$ cat config.mk
export PLATFORM = sky130hd
export DESIGN_NAME = fifo_dma_drain
export DESIGN_NICKNAME = d
export VERILOG_FILES = /design/src/rtl/floppy_dma_pkg.sv /design/src/rtl/fifo_dma_drain.sv
export SDC_FILE = /design/constraint.sdc
export NUM_CORES = 1
export LEC_CHECK = 0
export CORE_UTILIZATION = 44
export CTS_BUF_LIST = sky130_fd_sc_hd__clkbuf_2 sky130_fd_sc_hd__clkbuf_4 sky130_fd_sc_hd__clkbuf_8
export DETAILED_ROUTE_END_ITERATION = 12
export GPL_TIMING_DRIVEN = 0
export PLACE_DENSITY = 0.78
export SYNTH_ARGS = -nofsm -noshare
export SYNTH_HDL_FRONTEND = slang
export SYNTH_SLANG_ARGS = --single-unit
export TNS_END_PERCENT = 100
$ cat constraint.sdc
create_clock -name clk -period 4.5 [get_ports clk]
set_clock_uncertainty 0.2 [all_clocks]
set_input_delay 0.45 -clock clk [delete_from_list [all_inputs] [get_ports clk]]
set_output_delay 0.45 -clock clk [all_outputs]
set_load 0.03 [all_outputs]
$ cat src/rtl/floppy_dma_pkg.sv
// Shared types for the floppy controller FIFO <-> DMA bridges.
// The drain (FIFO->DMA) uses this now; the write-direction filler will use it later.
package floppy_dma_pkg;

    typedef enum logic [1:0] {
        DRN_IDLE,
        DRN_REQ,
        DRN_DONE
    } drain_state_t;

endpackage : floppy_dma_pkg

$ cat src/rtl/fifo_dma_drain.sv
// Drains a show-ahead FIFO into an 8237-style DMA channel. One byte is held in dma_data
// behind DREQ, with back-to-back refills on DACK, a stop on terminal count and a sticky stray-DACK flag.
module fifo_dma_drain
    import floppy_dma_pkg::*;
#(
    parameter int WIDTH     = 8,
    parameter int WIDTHU    = 4,
    parameter int THRESHOLD = 1,
    parameter int COUNT_W   = 16
) (
    input  logic               clk,
    input  logic               rst,
    input  logic               sclr,
    input  logic               enable,
    input  logic               fifo_empty,
    input  logic               fifo_full,
    input  logic [WIDTHU-1:0]  fifo_usedw,
    input  logic [WIDTH-1:0]   fifo_q,
    output logic               fifo_rdreq,
    output logic               dma_req,
    input  logic               dma_ack,
    input  logic               dma_tc,
    output logic [WIDTH-1:0]   dma_data,
    output logic [COUNT_W-1:0] xfer_count,
    output logic               done,
    output logic               ack_error
);

    localparam logic [WIDTHU:0] LEVEL_FULL = (WIDTHU + 1)'(2 ** WIDTHU);
    localparam logic [WIDTHU:0] THRESH     = (WIDTHU + 1)'(THRESHOLD);

    drain_state_t       state_q, state_d;
    logic [WIDTH-1:0]   data_q, data_d;
    logic [COUNT_W-1:0] count_q, count_d;
    logic               err_q, err_d;
    logic               pop;
    logic               can_pop;
    logic [WIDTHU:0]    level;

    // usedw wraps to zero when the FIFO is full, so the full flag supplies the top value.
    assign level   = fifo_full ? LEVEL_FULL : {1'b0, fifo_usedw};
    assign can_pop = enable && !fifo_empty;

    always_comb begin
        // NOTE: every signal gets a default first so no path through the case leaves it
        // unassigned; otherwise synthesis infers a latch.
        state_d = state_q;
        data_d  = data_q;
        count_d = count_q;
        err_d   = err_q;
        pop     = 1'b0;

        if (sclr) begin
            state_d = DRN_IDLE;
            data_d  = '0;
            count_d = '0;
            err_d   = 1'b0;
        end else begin
            unique case (state_q)
                DRN_IDLE: begin
                    if (dma_ack) err_d = 1'b1;
                    if (can_pop && level >= THRESH) begin
                        pop     = 1'b1;
                        data_d  = fifo_q;
                        state_d = DRN_REQ;
                    end
                end
                DRN_REQ: begin
                    if (dma_ack) begin
                        if (count_q != '1) count_d = count_q + 1'b1;
                        // Terminal count takes priority over refilling from the FIFO.
                        if (dma_tc) begin
                            state_d = DRN_DONE;
                        end else if (can_pop) begin
                            pop    = 1'b1;
                            data_d = fifo_q;
                        end else begin
                            state_d = DRN_IDLE;
                        end
                    end
                end
                DRN_DONE: begin
                    if (dma_ack) err_d = 1'b1;
                end
                default: state_d = DRN_IDLE;
            endcase
        end
    end

    // NOTE: sequential state uses non-blocking assignments so every register samples
    // the pre-edge values, independent of statement order.
    always_ff @(posedge clk or posedge rst) begin
        if (rst) begin
            state_q <= DRN_IDLE;
            data_q  <= '0;
            count_q <= '0;
            err_q   <= 1'b0;
        end else begin
            state_q <= state_d;
            data_q  <= data_d;
            count_q <= count_d;
            err_q   <= err_d;
        end
    end

    // The state is IDLE during reset, so the pop strobe must also be masked by rst.
    assign fifo_rdreq = pop && !rst;
    assign dma_req    = (state_q == DRN_REQ);
    assign done       = (state_q == DRN_DONE);
    assign dma_data   = data_q;
    assign xfer_count = count_q;
    assign ack_error  = err_q;

endmodule : fifo_dma_drain

; Yosys cells after proc, flatten, opt, wreduce, memory -nomap -nowiden
; Cells that the tools add are included.
[classes]
order_cmp = 1
bitwise_logic = 0
n_mul = 0
n_shift = 0
div_mod_pow = 0
n_addsub = 1
muxes = 26
n_reduce_logical = 16
eq_ne = 9
[op_table]
columns = operator, n
row1 = 2-to-1 mux 16 bit, 4
row2 = 2-to-1 mux 8 bit, 5
row3 = adder 16 x 1 -> 16 bit (second input constant), 1
row4 = != test 16 bit (second input constant), 1
row5 = one-hot mux 8 bit (2 select lines), 1
row6 = 2-to-1 mux 2 bit, 5
row7 = 2-to-1 mux 1 bit, 8
row8 = nonzero test 2 bit, 4
row9 = != test 3 x 2 -> 1 bit (second input constant), 2
row10 = != test 3 bit (second input constant), 2
row11 = one-hot mux 2 bit (3 select lines), 1
row12 = greater-or-equal comparator 5 x 1 -> 1 bit (second input constant), 1
row13 = 2-to-1 mux 5 bit, 1
row14 = AND reduction 5 bit, 1
row15 = != test 4 bit (second input constant), 1
row16 = AND reduction 4 bit, 1
row17 = logical AND 1 bit, 3
row18 = AND reduction 3 bit, 1
row19 = nonzero test 3 bit, 1
row20 = == test 2 x 1 -> 1 bit (second input constant), 1
row21 = == test 2 bit (second input constant), 1
row22 = zero test 1 bit, 2
row23 = zero test 2 bit, 1
row24 = != test 2 bit (second input constant), 1
row25 = other kinds (3), 3
[word_totals]
input_bits = 20
latch_bits = 0
rom_bits = 0
ramBits = 0
register_bits = 27
n_memories = 0

; Logic depth before layout (Yosys ltp)
[depth]
depth_word = 8
depth_mapped = 6

; Worst setup path before layout
; OpenSTA, ideal clock, no wires.
[synth_timing]
kind = input to output
startpoint = in dma_tc
endpoint = out fifo_rdreq
t_required_ps = 3850
cell_stages = 4
n_path_buf = 1
t_arrival_ps = 1685
setup_slack_ps = 2165
cell_sequence = nand3b_1 a211o_1 buf_6 nor3_1
[synth_via]
elab_chain_cells = 5
[synth_rtl]
columns = item, line
row1 = "start, declared", fifo_dma_drain.sv:22  ; input logic dma_tc,
row2 = 2-to-1 mux 1 bit, fifo_dma_drain.sv:72  ; if (dma_tc) begin
row3 = 2-to-1 mux 1 bit, fifo_dma_drain.sv:69  ; if (dma_ack) begin
row4 = one-hot mux 1 bit (2 select lines), fifo_dma_drain.sv:59  ; unique case (state_q)
row5 = 2-to-1 mux 1 bit, fifo_dma_drain.sv:53  ; if (sclr) begin
row6 = logical AND 1 bit, fifo_dma_drain.sv:107  ; assign fifo_rdreq = pop && !rst;
row7 = "end, declared", fifo_dma_drain.sv:19  ; output logic fifo_rdreq,
; No other way between the ends.

; Worst setup path in the final report
[layout_timing]
startpoint = in fifo_usedw[1]
endpoint = out fifo_rdreq
[layout_via]
elab_chain_cells = 7
[layout_rtl]
columns = item, line
row1 = "start, declared", fifo_dma_drain.sv:17  ; input logic [WIDTHU-1:0] fifo_usedw,
row2 = 2-to-1 mux 5 bit, fifo_dma_drain.sv:41  ; assign level = fifo_full ? LEVEL_FULL : {1'b0, fifo_usedw};
row3 = greater-or-equal comparator 5 x 1 -> 1 bit, fifo_dma_drain.sv:62  ; if (can_pop && level >= THRESH) begin
row4 = logical AND 1 bit, fifo_dma_drain.sv:62
row5 = 2-to-1 mux 1 bit, fifo_dma_drain.sv:62
row6 = one-hot mux 1 bit (2 select lines), fifo_dma_drain.sv:59
row7 = 2-to-1 mux 1 bit, fifo_dma_drain.sv:53
row8 = logical AND 1 bit, fifo_dma_drain.sv:107
; No other way between the ends.

==> run summary <==
The flow ran to the end, and the final reports show no timing, DRC or antenna violations. Based on the critical path, the design can be clocked at up to 0.315 GHz. The logs give 0 for the initial antenna violation count and 0 for the number of synthesis warnings. In the final routed layout, each cell accounts on average for 14.2 microns. The maximum clock insertion buffer count was 2; the largest fanout on the critical path was 9. Clock-pin slew was measured on the worst setup and hold paths at 0.14 ns.

The proportion of register bits with asynchronous set or reset after synthesis works out to 100%. The most used flip-flop cell after synthesis is sky130_fd_sc_hd__dfrtp_1. On the worst path, the slowest cell contributes a delay of 0.61 ns. Buffers added to address setup during post-CTS repair amount to 0.

Counting I/O delays and the setup requirement, the final critical path takes 3.18 ns. IR analysis of the VDD net gives a maximum drop of 0.255 mV. Initial core utilization: 46.0%.

Traced cell by cell, the critical path runs through clkdlybuf4s50_1 > or4_4 > o21ai_2 > a211o_1 > buf_6 > nor3_1 > clkdlybuf4s50_1. The global-route usage over all layers is 20.9%. During placement, the flow inserted port buffers numbering 47. The total number of nets in the final design was 206; the arrival time of data at the critical path endpoint was 2.53 ns. Setup total negative slack on the finished layout was measured at 0 ns. Among all stages on the critical path, the largest delay is contributed by sky130_fd_sc_hd__clkdlybuf4s50_1. Measured against its own limit, the worst slew margin works out to 33.7%.

After global routing the overflow that remains totals 0. The tools report the element type at the critical path start as a primary input. The run gives 0 as the max-cap check violation count. Final hold analysis gives a worst-case slack of 0.336 ns. The run gives 5410 microns as the first-pass GRT wire length. The multi-input combinational cells in the finished layout cover a total of 679 sq um. After filler insertion, the fill cell instance count of the layout stands at 256. By instance count, the cell type seen most on the critical path is sky130_fd_sc_hd__clkdlybuf4s50_1. The number of hold buffers added after CTS was 0. In this run, CTS created clock tree buffers numbering 3. The number of max-slew violations in the final report is 0, and the post-synthesis sequential area ratio is 48.5%. The tools report the post-synthesis cell count as 133. The per-cell via count in the routed design was 5.25; the H-tree depth reported by CTS was 1. The total core area is 3030 sq um. Post-CTS repair changed the size of 0 cells.

TritonCTS built the clock tree. In this run the core area contains 20 standard-cell rows. Setup violations remaining at the end of the flow were counted as 0. The post-synthesis area per instance was 10.5 sq um. The length of the first detailed-routing pass in iterations was 4.

The tools report the number of DRC violations after detailed-routing iteration 0 as 33. The logs give 38 for the count of unique library cells instantiated by Yosys and 3230 microns for the post-detailed-routing wire length. The required time reported for the critical path endpoint is 3.85 ns, and the signed area change from the synthesized netlist to the final layout is 39.7%. After synthesis the cells add up to 1390 sq um. The tools report the total count of hold-check failures in the final report as 0. The run gives 27 as the clock sink total. The min-delay analysis places its worst path in the category flop to flop. The endpoint class of the critical path was an output pin. Area used by sequential logic in the layout: 676 sq um. The run gives 48 as the number of top-level pins. Setup repair after global routing left no endpoint under its margin. The placer congestion estimate was 0.780. For the pin with the worst max-slew slack, the measured transition is 0.993 ns. The met2 wirelength from detailed routing is 1680 microns, and the post-synthesis net count is 154.

In this run the top signal layer used is met4. The logs give 0.33 ns for the clock insertion delay at the later pin of the skew report and 1410 microns for the post-route met1 wirelength. Type of the setup path with the least slack: primary input to output pin. Wire segments on met3 add up to 134 microns in the final route. Height of the die: 58.3 microns. Entering global routing, the biggest net connects 28 pins. For this block, the via count after detailed routing is 1196. The number of synthesized flops with an enable pin works out to 0.

The ratio of total power to cell area works out to 237 nW/um^2. The floorplan step set the die width to 58.3 microns. In this run the clock root is driven by a sky130_fd_sc_hd__clkbuf_4. The number of register bits inferred by synthesis is 27, and the share of the clock period used by the worst path after layout is 70.6%. The detailed placer's ending HPWL is 2510 microns.

For the number of antenna-violating nets in the routed design, the log shows 0. The run gives 1200 as the number of global-route vias before repair. The total inserted antenna cells was 0; the number of remaining DRC errors was 0.

In this run the static leakage power is 0.811 nW. The ratio of cells with drive above 1 in the final layout is 9.24%. The die covers 3390 sq um.
cell type report:
class,count,area share (%)
plain buffers,4,1.16
clock buffers,3,1.16
well taps,44,2.83
inverters,4,0.772
clock inverters,1,0.257
multi-input cells,98,34.9
flip-flops and latches,27,34.7
repair buffers,47,24.2
flip-flops by register name, indices dropped and copies added, names as in the netlist:
signal	flops
state_q	2
dma_data	8
xfer_count	16
ack_error	1
stage by stage:
stage / total power [mW] / setup WS (ns) / std cells / util [%] / instance area, sq um
6_report: 0.461 / 1.32 / 228 / 64.3 / 1950
5_1_grt: 0.479 / 1.25 / 228 / 64.3 / 1950
4_1_cts: 0.466 / 1.30 / 228 / 64.3 / 1950
3_5_place_dp: 0.361 / 1.31 / 224 / 63.3 / 1920
3_3_place_gp: 0.357 / 1.36 / 224 / 63.3 / 1920
2_1_floorplan: 0.314 / 2.17 / 133 / - / 1390
report_power, final:
part	switching (mW)	total (mW)	internal (mW)
Combinational	0.0492	0.0943	0.0452
Clock	0.0725	0.106	0.0334
Sequential	0.00881	0.260	0.252
Total	0.130	0.461	0.330
worst paths after layout:
| kind | start | endpoint | slack (ns) | depth (start not counted) |
|---|---|---|---|---|
| min in group asynchronous | rst | dma_data[3] | 0.48 | 2 |
| max in group asynchronous | rst | xfer_count[13] | 3.03 | 2 |
| worst min-delay path | ack_error | ack_error | 0.34 | 2 |
| worst max register to register | state_q[1] | xfer_count[5] | 2.55 | 5 |
| worst max-delay path | fifo_usedw[1] | fifo_rdreq | 1.32 | 7 |
| worst min register to register | ack_error | ack_error | 0.34 | 2 |
layer usage:
metal	up-vias	track usage, %
li1	573	-
met4	0	3.06
met3	2	4.91
met5	-	0
met1	593	25.5
met2	28	38.1
layout by cell type (no fill, tap or decap), types with 3 or more instances in the layout:
master	count
sky130_fd_sc_hd__inv_1	4
sky130_fd_sc_hd__clkdlybuf4s50_1	47
sky130_fd_sc_hd__clkbuf_4	3
sky130_fd_sc_hd__nand2_1	5
sky130_fd_sc_hd__a21oi_1	4
sky130_fd_sc_hd__xnor2_1	11
sky130_fd_sc_hd__o21ai_0	3
sky130_fd_sc_hd__a211oi_1	5
sky130_fd_sc_hd__nor2_1	27
sky130_fd_sc_hd__mux2i_1	8
sky130_fd_sc_hd__dfrtp_1	27
sky130_fd_sc_hd__nor3_1	4
logic make-up (layout without fill, tap and decap cells):
group | Yosys count | after routing | synth area share [%]
fa+ha+maj | 1 | 1 | 0.898
simple gates | 57 | 57 | 24.0
compound gates | 20 | 20 | 10.4
xor+xnor | 11 | 11 | 6.92
flops | 27 | 27 | 48.5
buf+inv | 8 | 59 | 2.69
mux | 9 | 9 | 6.56
Yosys cell counts, types with 2 or more instances:
master | instances | share of area, %
sky130_fd_sc_hd__dfrtp_1 | 27 | 49
sky130_fd_sc_hd__nor2_1 | 27 | 7.3
sky130_fd_sc_hd__xnor2_1 | 11 | 6.9
sky130_fd_sc_hd__mux2i_1 | 8 | 5.8
sky130_fd_sc_hd__a211oi_1 | 5 | 2.7
sky130_fd_sc_hd__nand2_1 | 5 | 1.3
sky130_fd_sc_hd__a21oi_1 | 4 | 1.4
sky130_fd_sc_hd__inv_1 | 4 | 1.1
sky130_fd_sc_hd__nor3_1 | 4 | 1.4
sky130_fd_sc_hd__o21ai_0 | 3 | 1.1
sky130_fd_sc_hd__clkbuf_1 | 2 | 0.54
sky130_fd_sc_hd__nand2b_1 | 2 | 0.90
sky130_fd_sc_hd__nand3b_1 | 2 | 1.1
sky130_fd_sc_hd__nand4_2 | 2 | 1.8
sky130_fd_sc_hd__nor4_1 | 2 | 0.90
sky130_fd_sc_hd__nor4_2 | 2 | 1.8
sky130_fd_sc_hd__nor4b_1 | 2 | 1.3
worst max-delay path, delay by kind of cell:
| family | cells | cell delay (ns) |
|---|---|---|
| compound gates | 2 | 0.30 |
| buf+inv | 3 | 1.18 |
| simple gates | 2 | 0.59 |
No activity file was read; power rests on OpenSTA's default activity.
